**src/rtl/div_seq_16_pkg.sv**
```systemverilog
// Shared definitions for the sequential divider: default widths and FSM state encodings.
package div_seq_16_pkg;

  localparam int DIV_WIDTH = 16;
  localparam int DIV_CNT_W = 5;

  typedef enum logic [1:0] {
    S_IDLE = 2'd0,
    S_RUN  = 2'd1,
    S_DONE = 2'd2
  } div_state_t;

endpackage

```
**src/rtl/div_dp_16.sv**
```systemverilog
// Restoring-divide datapath: {R,Q} shift register, divisor register, iteration counter.
// Latency: one quotient bit per step; step results are presented combinationally.
// Backpressure: none, the controller sequences load and step.
module div_dp_16
  import div_seq_16_pkg::*;
#(
  parameter int WIDTH = DIV_WIDTH,
  parameter int CNT_W = DIV_CNT_W
) (
  input  logic             clock,
  input  logic             reset_n,
  input  logic             load,
  input  logic             step,
  input  logic [WIDTH-1:0] dividend,
  input  logic [WIDTH-1:0] divisor,
  output logic             cnt_last,
  output logic [WIDTH-1:0] quotient,
  output logic [WIDTH-1:0] remainder
);

  localparam logic [CNT_W-1:0] CNT_LAST = CNT_W'(WIDTH - 1);
  localparam logic [CNT_W-1:0] CNT_ONE  = CNT_W'(1);

  logic [WIDTH-1:0] rem_q;
  logic [WIDTH-1:0] quo_q;
  logic [WIDTH-1:0] div_q;
  logic [CNT_W-1:0] cnt_q;

  logic [WIDTH:0]   rem_sh;
  logic [WIDTH+1:0] diff;
  logic             no_borrow;
  logic [WIDTH:0]   rem_sel;
  logic [WIDTH-1:0] rem_nxt;
  logic [WIDTH-1:0] quo_nxt;
  logic             unused_rem_msb;

  // The shifted partial remainder needs one extra bit before the trial subtract,
  // and the subtract itself one more for the borrow.
  assign rem_sh    = {rem_q, quo_q[WIDTH-1]};
  assign diff      = {1'b0, rem_sh} - {2'b00, div_q};
  assign no_borrow = ~diff[WIDTH+1];
  assign rem_sel   = no_borrow ? diff[WIDTH:0] : rem_sh;
  assign rem_nxt   = rem_sel[WIDTH-1:0];
  assign quo_nxt   = {quo_q[WIDTH-2:0], no_borrow};

  // After restore the remainder is below the divisor, so its top bit is always zero.
  assign unused_rem_msb = rem_sel[WIDTH];

  assign cnt_last  = (cnt_q == CNT_LAST);
  assign quotient  = quo_nxt;
  assign remainder = rem_nxt;

  always_ff @(posedge clock or negedge reset_n) begin
    if (!reset_n) begin
      rem_q <= '0;
      quo_q <= '0;
      div_q <= '0;
      cnt_q <= '0;
    end else if (load) begin
      rem_q <= '0;
      quo_q <= dividend;
      div_q <= divisor;
      cnt_q <= '0;
    end else if (step) begin
      rem_q <= rem_nxt;
      quo_q <= quo_nxt;
      cnt_q <= cnt_q + CNT_ONE;
    end
  end

endmodule

```
**src/rtl/div_seq_16.sv**
```systemverilog
// Sequential unsigned restoring divider: quotient/remainder, one quotient bit per clock.
// Latency: done pulses WIDTH cycles after the accepted start edge; divide-by-zero the cycle after.
// Backpressure: start is only accepted in IDLE or DONE; start during RUN is dropped.
module div_seq_16
  import div_seq_16_pkg::*;
#(
  parameter int WIDTH = DIV_WIDTH,
  parameter int CNT_W = DIV_CNT_W
) (
  input  logic             clock,
  input  logic             reset_n,
  input  logic             start,
  input  logic [WIDTH-1:0] dividend,
  input  logic [WIDTH-1:0] divisor,
  output logic             busy,
  output logic             done,
  output logic [WIDTH-1:0] quotient,
  output logic [WIDTH-1:0] remainder,
  output logic             div_by_zero
);

  div_state_t       state;
  logic             accept;
  logic             dp_load;
  logic             dp_step;
  logic             cnt_last;
  logic [WIDTH-1:0] dp_quotient;
  logic [WIDTH-1:0] dp_remainder;

  assign accept  = start && ((state == S_IDLE) || (state == S_DONE));
  assign dp_load = accept && (divisor != '0);
  assign dp_step = (state == S_RUN);

  div_dp_16 #(
    .WIDTH (WIDTH),
    .CNT_W (CNT_W)
  ) u_dp (
    .clock     (clock),
    .reset_n   (reset_n),
    .load      (dp_load),
    .step      (dp_step),
    .dividend  (dividend),
    .divisor   (divisor),
    .cnt_last  (cnt_last),
    .quotient  (dp_quotient),
    .remainder (dp_remainder)
  );

  always_ff @(posedge clock or negedge reset_n) begin
    if (!reset_n) begin
      state       <= S_IDLE;
      busy        <= 1'b0;
      done        <= 1'b0;
      quotient    <= '0;
      remainder   <= '0;
      div_by_zero <= 1'b0;
    end else begin
      case (state)
        S_IDLE, S_DONE: begin
          done <= 1'b0;
          busy <= 1'b0;
          if (start) begin
            if (divisor == '0) begin
              // Zero divisor short-circuits straight to a result, no iterations.
              quotient    <= '1;
              remainder   <= dividend;
              div_by_zero <= 1'b1;
              done        <= 1'b1;
              state       <= S_DONE;
            end else begin
              div_by_zero <= 1'b0;
              busy        <= 1'b1;
              state       <= S_RUN;
            end
          end else begin
            state <= S_IDLE;
          end
        end
        S_RUN: begin
          if (cnt_last) begin
            quotient  <= dp_quotient;
            remainder <= dp_remainder;
            done      <= 1'b1;
            busy      <= 1'b0;
            state     <= S_DONE;
          end
        end
        default: begin
          busy  <= 1'b0;
          done  <= 1'b0;
          state <= S_IDLE;
        end
      endcase
    end
  end

endmodule

```
**config.mk**
```make
export PLATFORM = sky130hd
export DESIGN_NAME = div_seq_16
export DESIGN_NICKNAME = d
export VERILOG_FILES = /design/src/rtl/div_seq_16_pkg.sv /design/src/rtl/div_dp_16.sv /design/src/rtl/div_seq_16.sv
export SDC_FILE = /design/constraint.sdc
export NUM_CORES = 1
export LEC_CHECK = 0
export CORE_AREA = 2 2 107 109
export DETAILED_ROUTE_END_ITERATION = 10
export DIE_AREA = 0 0 109 111
export PLACE_DENSITY = 0.78
export SETUP_SLACK_MARGIN = 0.02
export SYNTH_ARGS = -nofsm -noshare
export SYNTH_HDL_FRONTEND = slang
export SYNTH_SLANG_ARGS = --single-unit
export TNS_END_PERCENT = 20
```
**constraint.sdc**
```tcl
create_clock -name clock -period 3.46 [get_ports clock]
set_input_delay 0.692 -clock clock [delete_from_list [all_inputs] [get_ports clock]]
set_output_delay 0.692 -clock clock [all_outputs]
set_load 0.03 [all_outputs]
```
==> results.json, run 1 <==
{
  "outcome": "complete, no violations",
  "fin_setup_tns_ns": 0,
  "ys_async_sr_fraction_pct": 100,
  "place_ws_ns": 0.299,
  "initial_utilization_pct": 43.8,
  "syn_area_um2": 4860,
  "yosysSeqAreaShare_pct": 45.3,
  "synthAdderAreaFrac_pct": 5.05,
  "worst_path_dominant_cell_family": "simple AND/OR/NAND/NOR gates",
  "setup_ws_ns": 0.665,
  "antenna_left": 0,
  "fmax_mhz": 358,
  "placedCellCount": 720,
  "die_w_um": 109,
  "required_ns": 3.68,
  "path_clk_slew_ns": 0.06,
  "syn_inst": 528,
  "pin_count": 70,
  "slew_viol_final": 0,
  "num_rows": 39,
  "ctsHoldBuffers": 0,
  "crit_type": "in2reg",
  "finalNetCount": 642,
  "final-hold-violation-count": 0,
  "numClockSinks": 88,
  "synth_cell_types": 67,
  "die_height_um": 111,
  "numCtsBuffers": 9,
  "drt-total-wl_um": 12600,
  "crit_path_cell_trace": "clkdlybuf4s50_1 > nor4_1 > and4_1 > nand2b_1 > buf_4 > mux2_2 > o22ai_1 > a21oi_1",
  "synth_xor_area_share_pct": 1.98,
  "grt_pass1_vias": 4120,
  "nFillCells": 1005,
  "h-tree-depth": 3,
  "setup_viol": 0,
  "p_sw_mw": 3.32,
  "comb_power_share_pct": 60.1,
  "core_area_um2": 11100,
  "clockPowerShare_pct": 13.6,
  "gp_congestion": 0.907,
  "p_per_area_nw_per_um2": 1200,
  "port_buffers": 69,
  "vias_per_cell": 5.65,
  "root_buffer": "clkbuf_16",
  "synth-edff-count": 0,
  "slew_headroom_pct": 27.2,
  "p_leak_nw": 2.57,
  "synth_top_family_by_area": "compound AO/OA/AOI/OAI gates",
  "syn2layout_area_growth_pct": 22.7,
  "synth_area_per_cell_um2": 9.20,
  "synth_seq_cells": 88,
  "cts_setup_buffers": 0,
  "synth-main-ff-cell": "dfrtp_1",
  "rrSetupSlack_ns": 0.79,
  "max_stage_delay_ns": 0.60,
  "finClkSkew_ns": 0.00611,
  "grt_overflow": 0,
  "yosys-mux-area-fraction_pct": 4.69,
  "clockBufferDepth": 2,
  "synth.top_cell.area_share_pct": 45.3,
  "post-route-period-util_pct": 80.8,
  "stdcell_count": 736,
  "internal-power_mw": 3.85,
  "dieArea_um2": 12100,
  "rsz0062_at_grt": "no",
  "peakVddDrop_mv": 0.462,
  "period_needed_ns": 2.79,
  "num_vias": 4160,
  "antenna_found_initial": 0,
  "grt_pass1_wl_um": 20900,
  "end_kind": "flip-flop",
  "synth_fp_nets": 582,
  "synth_area_leader_cell": "dfrtp_1",
  "track_usage_pct": 22.0,
  "cts_resized": 0,
  "cts_tree": "yes",
  "yosys-top-cells-area": "dfrtp_1 45%, nand2_1 6.1%, ha_1 4.6%",
  "final_util_pct": 53.8,
  "power_frac_seq_pct": 26.2,
  "grt_max_degree": 89,
  "hold_class": "reg2reg",
  "path_buf_inv": 2,
  "crit_slowest_cell": "nor4_1",
  "swShare_pct": 46.3,
  "worst_pin_slew_ns": 1.09,
  "wl_per_cell_um": 17.1,
  "antennaDiodeCount": 0,
  "drtIter0Drc": 319,
  "crit_path_max_fanout": 32,
  "start_kind": "input port",
  "ys_warn_count": 0,
  "clk_latency_ns": 0.34,
  "post-dp-hpwl_um": 9190,
  "synth_simple_gate_area_share_pct": 17.0,
  "first_pass_iters": 5,
  "maxCapViolCount": 0,
  "power_mw": 7.18,
  "synth-compound-area-share_pct": 21.0,
  "drc_errors": 0,
  "crit_arrival_ns": 3.01,
  "drive_above_1_share_pct": 8.60
}
## area by class of cell
class / count / area, µm² / area share [%]
inverter: 28 / 105 / 1.76
sequential: 88 / 2200 / 37.0
clock buffer: 10 / 229 / 3.84
timing repair buffer: 75 / 746 / 12.5
clock inverter: 6 / 67.6 / 1.13
multi-input combinational: 386 / 2430 / 40.8
tap: 143 / 179 / 3.00
## cell usage after synthesis (8+ instances only)
master and count:
dfrtp_1 88, nand2_1 79, nor2_1 57, a21oi_1 31, inv_1 28, o21ai_0 27
ha_1 18, a22oi_1 16, o21ai_1 16, clkbuf_1 14, mux2_2 13, a211oi_1 8
nor3_1 8
## cell families (layout without fill, tap and decap cells)
family | Yosys count | after routing
AOI/OAI and AO/OA | 150 | 150
xor gates and xnor gates | 11 | 11
adders and majority gates | 19 | 19
buffers and inverters | 54 | 119
DFF | 88 | 88
muxes | 21 | 21
and+or+nand+nor | 185 | 185
## tightest hold or removal path: stages, from the launching register on
cell	delay, ns
dfrtp_1	0.35
nand2_1	0.05
nand2_1	0.06
## power by group through the flow
stage	clock, mW	sequential, mW	combinational (mW)
2_1_floorplan	0	2.11	2.86
3_3_place_gp	0	1.86	4.16
3_5_place_dp	0	1.89	4.26
4_1_cts	0.995	1.88	4.29
5_1_grt	1.05	1.94	4.74
6_report	0.978	1.88	4.31
## metal layers
| layer | up-vias | global-route usage, % | routed length (µm) |
|---|---|---|---|
| met2 | 146 | 34.7 | 5860 |
| li1 | 1996 | - | - |
| met3 | 20 | 3.41 | 792 |
| met5 | - | 0 | 0 |
| met1 | 1998 | 31.2 | 5690 |
| met4 | 0 | 6.67 | 239 |
## through the flow
step	area, µm²	hold slack (ns)
finish	5960	0.493
global route	5960	0.525
CTS	5960	0.505
detailed placement	5660	0.481
global placement	5660	0.462
floorplan	4860	0.396
## cells in the final DEF, fill, tap and decap left out, types with 5 or more instances in the layout
cell             count
nor2_1              56
nand2_1             79
o22ai_1              5
dfrtp_1             88
clkbuf_16            9
nand2b_1             7
mux2_2              13
inv_1               28
clkdlybuf4s50_1     68
a21oi_1             31
o21ai_0             27
buf_4                6
or3_1                5
ha_1                18
a211oi_1             8
xnor2_1              7
o21a_1               6
o21ai_1             16
mux2i_1              7
nor3_1               8
a22oi_1             16
o21bai_1             5
nor4_1               5
## state kept, by name (all words and copies together), names as in the netlist
signal,flops
quotient,16
remainder,16
u_dp.div_q,16
u_dp.quo_q,16
u_dp.rem_q,16
u_dp.cnt_q,5
state,2
div_by_zero,1
## path summary, 6_finish.rpt
check | from | end | cells past startpoint
min | div_by_zero | div_by_zero | 2
max reg2reg | u_dp.rem_q[11] | u_dp.rem_q[0] | 7
max | divisor[0] | remainder[8] | 8
max in group asynchronous | reset_n | u_dp.div_q[0] | 1
min reg2reg | div_by_zero | div_by_zero | 2
min in group asynchronous | reset_n | quotient[3] | 1
No activity file was read; power rests on OpenSTA's default activity.
==> run 2: changes to the inputs <==
- PLACE_DENSITY: 0.78 -> 0.81
- clock period: 3.46 -> 2.46 ns (I/O delays scaled with it)
==> run 2 against run 1 <==
The flow now finishes with violations (negative setup slack); routed wire length up 7.9%; register-to-register slack lost 0.83 ns; first-iteration DRC count down 20%; count of clock-buffer cells in the layout grew 1; largest cell class unchanged; largest power group unchanged.
==> results.json, run 2 (same netlist as run 1, synthesis figures left out) <==
{
  "stdcell_count": 796,
  "peakVddDrop_mv": 0.622,
  "grt_pass1_vias": 4378,
  "initial_utilization_pct": 43.8,
  "rsz0062_at_grt": "yes",
  "grt_overflow": 0,
  "vias_per_cell": 5.56,
  "antennaDiodeCount": 0,
  "track_usage_pct": 23.2,
  "grt_max_degree": 50,
  "final_cell_mix": "88 x dfrtp_1, 79 x nand2_1, 68 x clkdlybuf4s50_1",
  "num_rows": 39,
  "numClockSinks": 88,
  "post-dp-hpwl_um": 10200,
  "p_per_area_nw_per_um2": 1710,
  "numCtsBuffers": 9,
  "root_buffer": "clkbuf_16",
  "startpoint": "u_dp.div_q[0]",
  "pin_count": 70,
  "drtIter0Drc": 254,
  "core_area_um2": 11100,
  "gp_congestion": 0.900,
  "placedCellCount": 775,
  "start_kind": "flip-flop",
  "p_leak_nw": 2.88,
  "clockBufferDepth": 2,
  "reg2reg_from": "u_dp.div_q[0]",
  "crit_path_cell_trace": "ha_4 > fa_2 > and2b_2 > o2111ai_4 > a2111oi_4 > or4_1 > and3_1 > a2bb2oi_1",
  "worst_pin_slew_ns": 0.656,
  "comb_power_share_pct": 63.6,
  "final_util_pct": 59.0,
  "slew_viol_final": 0,
  "maxCapViolCount": 0,
  "drt-total-wl_um": 13600,
  "drive_above_1_share_pct": 19.1,
  "setup_viol": 2,
  "antenna_left": 0,
  "finalNetCount": 702,
  "crit_type": "reg2reg",
  "internal-power_mw": 6.14,
  "dieArea_um2": 12100,
  "worst_path_dominant_cell_family": "compound AO/OA/AOI/OAI gates",
  "slew_headroom_pct": 56.3,
  "first_pass_iters": 5,
  "clockPowerShare_pct": 12.7,
  "h-tree-depth": 3,
  "post-route-period-util_pct": 102,
  "path_buf_inv": 0,
  "ctsHoldBuffers": 0,
  "cts_tree": "yes",
  "final_common_cell": "dfrtp_1",
  "fin_setup_tns_ns": -0.0691,
  "wl_per_cell_um": 17.0,
  "path_clk_slew_ns": 0.07,
  "die_height_um": 111,
  "violations": "negative setup slack",
  "p_sw_mw": 5.05,
  "end_kind": "flip-flop",
  "die_w_um": 109,
  "swShare_pct": 45.1,
  "antenna_found_initial": 0,
  "crit_arrival_ns": 2.78,
  "clk_latency_ns": 0.35,
  "setup_ws_ns": -0.0419,
  "max_stage_delay_ns": 0.53,
  "grt_pass1_wl_um": 21900,
  "place_ws_ns": -0.223,
  "num_vias": 4428,
  "outcome": "finished with violations",
  "crit_slowest_cell": "a2111oi_4",
  "period_needed_ns": 2.50,
  "final-hold-violation-count": 0,
  "required_ns": 2.73,
  "power_frac_seq_pct": 23.7,
  "port_buffers": 69,
  "crit_path_max_fanout": 4,
  "fmax_mhz": 400,
  "finClkSkew_ns": 0.00544,
  "drc_errors": 0,
  "power_mw": 11.2,
  "hold_class": "in2async",
  "syn2layout_area_growth_pct": 34.6,
  "nFillCells": 934
}
run 2: changes by cell type in the layout (fill, tap and decap cells not counted), sizes merged:
cell      before  now
clkinvlp       2    1
clkbuf        10   11
buf            7   67
clkinv         2    1
inv           29   30
run 2: area by class of cell:
cell class | count | area (µm²) | area share [%]
Tap cell | 143 | 179 | 2.74
Inverter | 28 | 105 | 1.61
Multi-Input combinational cell | 386 | 2530 | 38.7
Timing Repair Buffer | 135 | 1210 | 18.6
Sequential cell | 88 | 2200 | 33.7
Clock inverter | 5 | 63.8 | 0.976
Clock buffer | 11 | 243 | 3.71
run 2: metal layers:
layer  wire (µm)  part of all wire (%)  GRT usage, %  vias up
met5           0                     0             0        -
met4         308                   2.3          8.89        0
met3         776                   5.7          3.17       24
met2        6460                    48          36.9      154
met1        6030                    44          31.9     2145
li1            -                     -             -     2105
run 2: worst paths after layout:
| path | to | cells after the start | slack (ns) |
|---|---|---|---|
| max in group asynchronous | u_dp.quo_q[11] | 2 | 1.64 |
| worst max register to register | remainder[12] | 8 | -0.04 |
| worst max-delay path | remainder[12] | 8 | -0.04 |
| worst min-delay path | quotient[4] | 1 | 0.17 |
| min in group clock | div_by_zero | 2 | 0.49 |
| worst min register to register | div_by_zero | 2 | 0.49 |
run 2: power by group through the flow:
stage / logic, mW / registers (mW) / clock network, mW
detailed placement: 6.63 / 2.65 / 0
CTS: 6.80 / 2.62 / 1.44
floorplan: 4.03 / 2.97 / 0
global route: 7.78 / 2.72 / 1.50
finish: 7.12 / 2.65 / 1.43
global placement: 6.45 / 2.62 / 0
run 2: what timing repair did:
action                     CTS  global route
buffers inserted             0             5
setup endpoints to repair    6            23
pin swaps                    3             8
gates resized for setup      5            15
run 2: stage by stage:
step / instance area (µm²) / hold WS (ns)
6_report: 6540 / 0.170
5_1_grt: 6540 / 0.226
4_1_cts: 6430 / 0.188
3_5_place_dp: 6090 / 0.473
3_3_place_gp: 6090 / 0.466
2_1_floorplan: 4860 / 0.196
==> run 3: changes to the inputs <==
- ABC_AREA: unset -> 1
- CORE_AREA: 2 2 107 109 -> 2 2 108 110
- DIE_AREA: 0 0 109 111 -> 0 0 110 112
==> run 3 against run 2 <==
The flow now finishes without violations; die area up 1.8%; clock power down 8%; routed wire length shrank 9.1%; global-route usage shrank 1.3 points; worst setup slack improved by 0.26 ns; power fell by 14%; sequential share of layout area up 2.4 points; count of clock-buffer cells in the layout stayed put; critical path type unchanged; critical endpoint is now remainder[9].
==> results.json, run 3 <==
{
  "grt_pass1_vias": 4465,
  "cts_resized": 0,
  "crit_path_max_fanout": 15,
  "power_frac_seq_pct": 26.3,
  "yosys-top-cells-area": "dfrtp_1 44%, nand2_1 12%, inv_1 8.9%",
  "h-tree-depth": 3,
  "synth_area_per_cell_um2": 7.63,
  "nFillCells": 1000,
  "die_height_um": 112,
  "yosysSeqAreaShare_pct": 44.4,
  "synth.top_cell.area_share_pct": 44.4,
  "ys_async_sr_fraction_pct": 100,
  "start_kind": "flip-flop",
  "post-route-period-util_pct": 91.0,
  "drt-total-wl_um": 12300,
  "syn_inst": 650,
  "cts_setup_buffers": 0,
  "cpMostUsedCell": "nand2_1",
  "antenna_found_initial": 0,
  "finalNetCount": 776,
  "path_buf_inv": 2,
  "ys_warn_count": 0,
  "p_leak_nw": 3.07,
  "peakVddDrop_mv": 0.651,
  "worst_path_dominant_cell_family": "simple AND/OR/NAND/NOR gates",
  "drtIter0Drc": 263,
  "reg2reg_from": "u_dp.rem_q[9]",
  "vias_per_cell": 5.09,
  "period_needed_ns": 2.24,
  "antenna_left": 0,
  "p_per_area_nw_per_um2": 1580,
  "numCtsBuffers": 9,
  "cts_tree": "yes",
  "clockPowerShare_pct": 13.7,
  "grt_util_met2_pct": 35.1,
  "num_rows": 39,
  "post-dp-hpwl_um": 9250,
  "fin_setup_tns_ns": 0,
  "finClkSkew_ns": 0.0104,
  "p_sw_mw": 4.67,
  "num_vias": 4429,
  "slew_headroom_pct": 50.6,
  "syn2layout_area_growth_pct": 23.1,
  "outcome": "complete, no violations",
  "slew_viol_final": 0,
  "synth_most_common_cell": "nand2_1",
  "grt_pass1_wl_um": 21000,
  "synth_cell_types": 34,
  "placed_area_um2": 5820,
  "gp_congestion": 0.910,
  "drc_errors": 0,
  "clockBufferDepth": 2,
  "worstRegToRegCells": 14,
  "synth-edff-count": 0,
  "dieArea_um2": 12300,
  "grt_max_degree": 42,
  "final_cell_mix": "165 x nand2_1, 117 x inv_1, 88 x dfrtp_1",
  "comb_power_share_pct": 60.0,
  "drive_above_1_share_pct": 7.98,
  "synth_seq_cells": 88,
  "path_clk_slew_ns": 0.07,
  "setup_viol": 0,
  "clk_latency_ns": 0.35,
  "maxCapViolCount": 0,
  "syn_area_um2": 4960,
  "cp.depth": 14,
  "pin_count": 70,
  "initial_utilization_pct": 44.4,
  "busiest_layer": "met2",
  "worst_pin_slew_ns": 0.740,
  "final_common_cell": "nand2_1",
  "grt_overflow": 0,
  "antennaDiodeCount": 0,
  "core_area_um2": 11200,
  "synth_area_leader_cell": "dfrtp_1",
  "port_buffers": 69,
  "track_usage_pct": 21.9,
  "numClockSinks": 88,
  "crit_path_cell_trace": "ha_1 > nand2_1 > nand2_1 > nand2_1 > nand2_1 > nand2_1 > nand3_1 > inv_2 > nand2_8 > nor2_4 > nand2_1 > nand3_1 > nand2_1 > inv_1",
  "required_ns": 2.75,
  "grt.met1_usage_pct": 28.8,
  "internal-power_mw": 4.98,
  "startpoint": "u_dp.rem_q[9]",
  "ctsHoldBuffers": 0,
  "max_stage_delay_ns": 0.43,
  "wl_per_cell_um": 14.2,
  "synth-main-ff-cell": "dfrtp_1",
  "final-hold-violation-count": 0,
  "hold_class": "in2async",
  "crit_arrival_ns": 2.53,
  "use_met3_pct": 3.86,
  "synth_commonest_cells": "165 x nand2_1, 117 x inv_1, 88 x dfrtp_1, 51 x nor2_1, 48 x nand3_1",
  "fin_hold_ws_ns": 0.111,
  "first_pass_iters": 5,
  "fmax_mhz": 447,
  "crit_type": "reg2reg",
  "rsz0062_at_grt": "yes",
  "finalInstanceArea_um2": 6110,
  "crit_slowest_cell": "dfrtp_1",
  "end_kind": "flip-flop",
  "synth_fp_nets": 704,
  "swShare_pct": 48.4,
  "die_w_um": 110,
  "root_buffer": "clkbuf_16"
}
## run 3: cell types whose count changed in the layout (fill, tap and decap cells not counted), moves of 13 or more
cell      change
o21ai_0      +16
a22oi_1      -16
nand2_1      +86
nand3_1      +45
buf_4        -54
o21ai_1      -14
o221ai_1     +15
inv_1        +90
mux2_2       -13
## run 3: final timing paths
kind / endpoint / slack, ns
max: remainder[9] / 0.22
min: u_dp.rem_q[10] / 0.11
max reg2reg: remainder[9] / 0.22
min reg2reg: u_dp.div_q[14] / 0.48
max in group asynchronous: u_dp.div_q[3] / 1.71
min in group clock: u_dp.div_q[14] / 0.48
## run 3: worst reg2reg max path: cells and delay by family, from the launching register on
kind                       cells  cell delay [ns]
adders and majority gates      1             0.37
buffers and inverters          2             0.24
DFF                            1             0.43
and+or+nand+nor               11             1.13
## run 3: kinds of logic (layout without fill, tap and decap cells)
family	after synthesis	after routing	synth area share [%]
DFF	88	88	44.4
xor gates and xnor gates	5	5	0.883
adders and majority gates	19	19	4.94
and+or+nand+nor	306	306	28.0
AOI/OAI and AO/OA	95	95	10.9
buffers and inverters	137	214	10.9
## run 3: layer usage
layer / vias up / wire, µm / share of wire, %
met1: 2068 / 5480 / 44
met2: 123 / 5850 / 47
met4: 0 / 425 / 3.4
met5: - / 0 / 0
li1: 2206 / - / -
met3: 32 / 573 / 4.6
## run 3: cell type report
cell class / count / area (µm²) / share of cell area, %
Timing Repair Buffer: 79 / 776 / 12.7
Inverter: 119 / 447 / 7.31
Clock buffer: 11 / 243 / 3.97
Sequential cell: 88 / 2200 / 36.1
Tap cell: 143 / 179 / 2.93
Clock inverter: 5 / 38.8 / 0.635
Multi-Input combinational cell: 425 / 2220 / 36.4
## run 3: metrics by stage
| stage | utilization (%) | setup WS (ns) | power (mW) | instances |
|---|---|---|---|---|
| 5_1_grt | 54.7 | -0.000765 | 10.5 | 870 |
| 2_1_floorplan | - | 0.637 | 6.76 | 650 |
| 3_5_place_dp | 52.1 | 0.109 | 8.29 | 854 |
| 6_report | 54.7 | 0.222 | 9.66 | 870 |
| 4_1_cts | 54.6 | 0.234 | 9.66 | 870 |
| 3_3_place_gp | 52.1 | 0.187 | 8.15 | 854 |
## run 3: power by group through the flow
stage               Combinational [mW]  Clock (mW)  Sequential [mW]
finish                            5.79        1.32             2.54
global route                      6.55        1.40             2.61
CTS                               5.79        1.34             2.53
detailed placement                5.74           0             2.55
global placement                  5.60           0             2.55
floorplan                         3.89           0             2.87
